**config.mk**
```make
export PLATFORM = sky130hd
export DESIGN_NAME = core_timer_access
export DESIGN_NICKNAME = d
export VERILOG_FILES = /design/src/rtl/core_timer_access.sv
export SDC_FILE = /design/constraint.sdc
export NUM_CORES = 1
export LEC_CHECK = 0
export ABC_AREA = 1
export CORE_AREA = 4 4 118 176
export DETAILED_ROUTE_END_ITERATION = 10
export DIE_AREA = 0 0 122 180
export PLACE_DENSITY = 0.78
export SYNTH_ARGS = -nofsm -noshare
export SYNTH_HDL_FRONTEND = slang
export SYNTH_SLANG_ARGS = --single-unit
```
**constraint.sdc**
```tcl
create_clock -name ACLK -period 8.3 [get_ports ACLK]
set_input_delay 1.66 -clock ACLK [delete_from_list [all_inputs] [get_ports ACLK]]
set_output_delay 1.66 -clock ACLK [all_outputs]
set_load 0.1 [all_outputs]
```
**src/rtl/core_timer_access.sv**
```systemverilog
// rtl/core_timer_access.sv - 64-bit mtime/mtimecmp access sequencer over 32-bit timer registers
// Optional three-write mtimecmp update enabled by CORE_TIMER_ACCESS_SAFE_WR_EN.
`ifndef MTIME_ADDR
`define MTIME_ADDR 16'hBFF8
`endif
`ifndef MTIMECMP_ADDR
`define MTIMECMP_ADDR 16'h4000
`endif
`ifndef AXI_DATA_WIDTH
`define AXI_DATA_WIDTH 32
`endif

module core_timer_access #(
    parameter logic [15:0] MTIME_BASE    = `MTIME_ADDR,
    parameter logic [15:0] MTIMECMP_BASE = `MTIMECMP_ADDR,
    parameter int          MAX_RETRY     = 3
) (
    input  logic                       ACLK,
    input  logic                       ARESET,
    input  logic                       cmd_valid,
    output logic                       cmd_ready,
    input  logic [1:0]                 cmd_op,
    input  logic [63:0]                cmd_wdata,
    output logic                       rsp_valid,
    output logic [63:0]                rsp_rdata,
    output logic                       rsp_err,
    output logic                       valid_reg_write,
    output logic                       valid_reg_read,
    output logic [15:0]                addr,
    output logic [`AXI_DATA_WIDTH-1:0] write_data,
    input  logic [`AXI_DATA_WIDTH-1:0] read_data,
    input  logic                       read_data_valid
);
    localparam int DW = `AXI_DATA_WIDTH;

    localparam logic [3:0] IDLE  = 4'd0;
    localparam logic [3:0] RD_H1 = 4'd1;
    localparam logic [3:0] RD_L  = 4'd2;
    localparam logic [3:0] RD_H2 = 4'd3;
    localparam logic [3:0] CMP_L = 4'd4;
    localparam logic [3:0] CMP_H = 4'd5;
    localparam logic [3:0] WR_L0 = 4'd6;
    localparam logic [3:0] WR_H  = 4'd7;
    localparam logic [3:0] WR_L1 = 4'd8;
    localparam logic [3:0] RESP  = 4'd9;

    localparam logic [7:0] RETRY_LIMIT = 8'(MAX_RETRY);

    logic [3:0]  state;
    logic [31:0] h1;
    logic [31:0] lo;
    logic [7:0]  retry;
    logic [63:0] wdata_q;
    logic [31:0] rd_word;
    logic [31:0] wr_word;

    assign rd_word   = read_data[31:0];
    assign cmd_ready = (state == IDLE);
    assign rsp_valid = (state == RESP);

    always_ff @(posedge ACLK or posedge ARESET) begin
        if (ARESET) begin
            state     <= IDLE;
            h1        <= '0;
            lo        <= '0;
            retry     <= '0;
            wdata_q   <= '0;
            rsp_rdata <= '0;
            rsp_err   <= 1'b0;
        end else begin
            case (state)
                IDLE: begin
                    if (cmd_valid) begin
                        retry     <= '0;
                        wdata_q   <= cmd_wdata;
                        rsp_rdata <= '0;
                        rsp_err   <= 1'b0;
                        case (cmd_op)
                            2'b00: state <= RD_H1;
                            2'b01: state <= CMP_L;
`ifdef CORE_TIMER_ACCESS_SAFE_WR_EN
                            2'b10: state <= WR_L0;
`else
                            2'b10: state <= WR_H;
`endif
                            default: begin
                                rsp_err <= 1'b1;
                                state   <= RESP;
                            end
                        endcase
                    end
                end
                RD_H1: if (read_data_valid) begin
                    h1    <= rd_word;
                    state <= RD_L;
                end
                RD_L: if (read_data_valid) begin
                    lo    <= rd_word;
                    state <= RD_H2;
                end
                RD_H2: if (read_data_valid) begin
                    // A changed high word means lo may belong to either epoch: re-read lo.
                    if (rd_word == h1) begin
                        rsp_rdata <= {rd_word, lo};
                        state     <= RESP;
                    end else if (retry == RETRY_LIMIT) begin
                        rsp_rdata <= {rd_word, lo};
                        rsp_err   <= 1'b1;
                        state     <= RESP;
                    end else begin
                        h1    <= rd_word;
                        retry <= retry + 8'd1;
                        state <= RD_L;
                    end
                end
                CMP_L: if (read_data_valid) begin
                    lo    <= rd_word;
                    state <= CMP_H;
                end
                CMP_H: if (read_data_valid) begin
                    rsp_rdata <= {rd_word, lo};
                    state     <= RESP;
                end
                WR_L0: state <= WR_H;
                WR_H:  state <= WR_L1;
                WR_L1: state <= RESP;
                RESP: begin
                    rsp_rdata <= '0;
                    rsp_err   <= 1'b0;
                    state     <= IDLE;
                end
                default: state <= IDLE;
            endcase
        end
    end

    always_comb begin
        valid_reg_read  = 1'b0;
        valid_reg_write = 1'b0;
        addr            = '0;
        wr_word         = '0;
        case (state)
            RD_H1, RD_H2: begin
                valid_reg_read = 1'b1;
                addr           = MTIME_BASE + 16'd4;
            end
            RD_L: begin
                valid_reg_read = 1'b1;
                addr           = MTIME_BASE;
            end
            CMP_L: begin
                valid_reg_read = 1'b1;
                addr           = MTIMECMP_BASE;
            end
            CMP_H: begin
                valid_reg_read = 1'b1;
                addr           = MTIMECMP_BASE + 16'd4;
            end
            // Parking the low word at all-ones keeps mtimecmp above mtime during the update.
            WR_L0: begin
                valid_reg_write = 1'b1;
                addr            = MTIMECMP_BASE;
                wr_word         = 32'hFFFF_FFFF;
            end
            WR_H: begin
                valid_reg_write = 1'b1;
                addr            = MTIMECMP_BASE + 16'd4;
                wr_word         = wdata_q[63:32];
            end
            WR_L1: begin
                valid_reg_write = 1'b1;
                addr            = MTIMECMP_BASE;
                wr_word         = wdata_q[31:0];
            end
            default: ;
        endcase
    end

    assign write_data = DW'(wr_word);

endmodule

```
== Word level (Yosys, flattened, before mapping) ==
Index checks and enable logic that the tools add are counted.
Operators by class
  equal/unequal tests: 23
  reductions and logical operators: 20
  add/subtract/negate cells: 1
  mux-type cells: 36
Operators by type and width (number)
  64-bit two-way mux: 5
  64-bit case mux with 4 select lines: 1
  32-bit two-way mux: 4
  32-bit case mux with 3 select lines: 1
  16-bit case mux with 4 select lines: 1
  32-bit case mux with 2 select lines: 1
  4-bit case mux with 9 select lines: 1
  32-bit equality test: 1
  4-bit two-way mux: 8
  8-bit two-way mux: 4
  5-bit AND reduction: 4
  2-bit inequality test (second input constant): 9
  4-bit by 3-bit equality test with 1-bit output (second input constant): 4
  8-bit case mux with 2 select lines: 1
  4-bit case mux with 3 select lines: 1
  3-bit OR reduction: 3
  8-bit by 1-bit adder with 8-bit output (second input constant): 1
  4-bit by 2-bit equality test with 1-bit output (second input constant): 2
  4-bit equality test (second input constant): 2
  8-bit by 2-bit equality test with 1-bit output (second input constant): 1
  1-bit two-way mux: 7
  6-bit AND reduction: 1
  2-bit OR reduction: 3
  5-bit OR reduction: 1
  11 further kinds: 13
Storage, ports and cells
  input bits: 102
  logic and storage cells: 87
  output and inout bits: 117
  bits in registers: 205

== Longest topological paths before layout ==
  word-level depth: 5
  gate-level depth with buffers: 14
  mapped depth without buffers: 13

== Least setup slack after synthesis ==
Ideal clock, no wire load.
  path kind: reg2out
  start point: register state[3]
  end point: output port valid_reg_write
  cell stages (with the launch flop): 4
  buffers on the path: 0
  setup slack: 3.737 ns
  data arrival time: 2.903 ns
  data required time: 6.640 ns
  cells stage by stage: dfrtp_1 -> nor2_1 -> inv_1 -> o21ai_0
On the way
  cells in the longest elaborated chain, start to end: 3
  elaborated cells on any way between the ends: 5
  classes of those cells: 3 x eq/ne; 1 x mux; 1 x reduce/logical
RTL lines
  start, declared: RTL line 49  | logic [3:0] state;
  start signal, assigned: RTL line 63  | state <= IDLE;
  start signal, assigned: RTL line 79  | 2'b00: state <= RD_H1;
  start signal, assigned: RTL line 80  | 2'b01: state <= CMP_L;
  4-bit equality test / 4-bit by 3-bit equality test with 1-bit output (equally long branches): RTL line 142  | case (state)
  3-bit OR reduction (no source line) (*)
  1-bit two-way mux (*): RTL line 142
  end, declared: RTL line 27  | output logic valid_reg_write,
Mark *: on every way between the ends. The rest lies on a longest branch, timed or not.

== Worst setup path after layout ==
  start point: register state[2]
  end point: output port write_data[15]
On the way
  cells in the longest elaborated chain, start to end: 2
  elaborated cells on any way between the ends: 4
  classes of those cells: 3 x eq/ne; 1 x mux
RTL lines
  4-bit equality test / 4-bit by 3-bit equality test with 1-bit output (equally long branches): RTL line 142
  32-bit case mux with 3 select lines (*): RTL line 142
  end, declared: RTL line 30  | output logic [`AXI_DATA_WIDTH-1:0] write_data,
Marked as above.

==> results.json <==
{
  "status": "finished, final reports clean",
  "gp_congestion": 0.837,
  "arrival_ns": 3.75,
  "cts.clk_slew.worst_paths_ns": 0.06,
  "grt_pass1_vias": 7938,
  "dp_hpwl_um": 15900,
  "cts_setup_buffers": 0,
  "seqCellArea_um2": 5130,
  "final_nets": 1327,
  "slew_headroom": 0.212,
  "holdPathStages": 2,
  "cts_tree": "yes",
  "finClkSkew_ns": 0.0104,
  "first_iter_violations": 561,
  "routed_wl_um": 23800,
  "maxSlewViolCount": 0,
  "hold_slack_ns": 0.481,
  "cp.required_ns": 6.64,
  "io_pins": 219,
  "critical_path_class": "flip-flop to primary output",
  "cts_root_buf": "clkbuf_16",
  "setup_tns_ns": 0,
  "start_kind": "flip-flop",
  "tightest_slew_ns": 1.18,
  "setup_violations": 0,
  "netlist_area_um2": 9660,
  "postCtsHoldBufs": 0,
  "hp-start": "rsp_rdata[7]$_DFFE_PP0P_",
  "viasPerCell": 5.22,
  "cts_made_buffers": 21,
  "worstPathMaxFanout": 30,
  "syn_avg_cell_area_um2": 9.24,
  "grt_max_degree": 139,
  "drive_above_1_share": 0.109,
  "min_period_ns": 5.41,
  "cp_top_family": "buffers and inverters",
  "dr.pass1.iters": 5,
  "clockBufferDepth": 3,
  "grt.total_usage": 0.215,
  "diodes": 0,
  "rrSetupSlack_ns": 4.76,
  "synth.yosys.seq_area_share": 0.531,
  "netlist-cell-type-count": 33,
  "ys_seq_elements": 205,
  "hold_path_class": "flip-flop to flip-flop",
  "die_height_um": 180,
  "path_cells": "inv_1 -> nor2_1 -> nand2_1 -> o211ai_1 -> clkdlybuf4s50_1",
  "finalHoldViolCount": 0,
  "yosys_warnings": 0,
  "grt_pass1_wl_um": 39100,
  "critical_path_buf_inv_count": 2,
  "final_antenna_net_count": 0,
  "cts_resized": 0,
  "cts.sinks": 205,
  "netlist_instances": 1045,
  "slowest_delay_ns": 1.20,
  "grt-ovfl-total": 0,
  "die_area_um2": 22000,
  "max-cap-violations": 0,
  "grt_setup_unrepaired": "no",
  "row_count": 62,
  "core_area_um2": 19200,
  "antenna_found_initial": 0,
  "worstReg2RegStart": "state[1]$_DFFE_PP0P_",
  "num_vias": 7777,
  "die_x_um": 122,
  "slowest_stage": "clkdlybuf4s50_1",
  "fin_crit_sh": 0.652,
  "fillers": 1572,
  "clkLatencyLatePin_ns": 0.49,
  "avgRoutedWirePerCell_um": 16.0,
  "htree_levels": 1,
  "reg2regPathDepth": 10,
  "r2r-end": "rsp_rdata[54]$_DFFE_PP0P_",
  "route.detailed.drc": 0,
  "multi_input_area_um2": 3850,
  "crit_path_end_kind": "primary output",
  "io_buffers": 216,
  "fmax_mhz": 185,
  "initial_core_util": 0.504,
  "whs_endpoint": "rsp_rdata[7]$_DFFE_PP0P_",
  "finish.utilization": 0.656,
  "synthToLayoutAreaGrowth_pct": 30.3
}
cells in the final DEF, fill, tap and decap left out, drive strengths merged, types with 10 or more instances in the layout:
master	n
a21oi	35
buf	10
clkbuf	27
clkdlybuf4s50	216
dfrtp	205
inv	71
mux2	57
nand2	301
nand3	44
nand4	41
nor2	64
o211ai	30
o21ai	81
xnor2	25
area by class of cell:
class,count,share of cell area
clock buffer,27,0.0475
multi-input combinational,695,0.306
sequential,205,0.408
inverter,71,0.0218
clock inverter,10,0.0130
timing repair buffer,226,0.178
tap,256,0.0255
cell families after synthesis:
kind of cell               after synthesis  share of synthesized area
adders and majority gates                5                    0.00648
other                                    1                   0.000388
muxes                                   57                     0.0665
buffers and inverters                  146                     0.0724
AOI/OAI and AO/OA                      151                      0.102
xor gates and xnor gates                27                     0.0245
DFF                                    205                      0.531
and+or+nand+nor                        453                      0.197
worst max path at each step:
stage                              end                  from  cells past startpoint  slack [ns]
floorplan            h1[0]$_DFFE_PP0P_                ARESET                      1        1.04
global placement    h1[13]$_DFFE_PP0P_         read_data[23]                     11        3.26
detailed placement  h1[10]$_DFFE_PP0P_         read_data[23]                     11        3.24
CTS                     write_data[15]  state[2]$_DFFE_PP0P_                      5        2.94
global route            write_data[15]  state[2]$_DFFE_PP0P_                      5        2.69
finish                  write_data[15]  state[2]$_DFFE_PP0P_                      5        2.89
flip-flops by register name, summed over array words and instances (netlist names):
| register | count |
|---|---|
| h1 | 32 |
| lo | 32 |
| retry | 8 |
| rsp_err | 1 |
| rsp_rdata | 64 |
| state | 4 |
| wdata_q | 64 |
synthesized netlist by cell type:
master	count	area, um^2
nand2_2	1	6.26
nand4_1	41	257
o21ai_1	30	150
ha_1	5	62.6
inv_2	5	18.8
conb_1	1	3.75
dfrtp_1	205	5130
xnor2_1	25	219
xor2_1	2	17.5
a21oi_2	1	8.76
nor2_1	60	225
mux2_1	22	248
a211oi_1	2	15.0
buf_6	11	124
o211ai_1	30	225
buf_4	16	120
o21ai_2	36	315
a21oi_1	34	170
nor2_2	1	6.26
nor2_4	3	33.8
nor3b_1	1	7.51
o22ai_1	2	12.5
buf_1	1	3.75
nand2_1	300	1130
clkbuf_1	40	150
a221oi_1	1	8.76
o21ai_0	15	75.1
nor3b_2	1	12.5
and3_1	1	6.26
mux2_2	35	394
inv_1	66	248
buf_2	7	35.0
nand3_1	44	220
worst reg2reg max path, stage by stage, from the launching register on:
cell and delay, ns:
dfrtp_1 0.50, nor2_4 0.73, inv_2 0.12, nor2_4 0.25, nand2_1 0.13, o21ai_1 0.12
nor3b_2 0.08, nand2_4 0.47, buf_4 0.76, nand2_1 0.21, o21ai_2 0.09
routing by layer:
layer,part of all wire,global-route usage,routed length [um],up-vias
li1,-,-,-,3762
met5,0,0,0,-
met3,0.071,0.0481,1700,37
met1,0.39,0.251,9230,3737
met4,0.017,0.0583,409,0
met2,0.52,0.391,12500,241
metrics by stage:
stage                     setup WS [ns]  cell area (um^2)  cells
after floorplan                    1.04              9660   1046
after detailed placement           3.24             11800   1453
final                              2.89             12600   1490
after global routing               2.69             12600   1490
after CTS                          2.94             12600   1490
after global placement             3.26             11800   1453
Power is left out: the tool's default activity adds up to more than one toggle a clock period on the data nets, which glitch-free logic cannot reach.
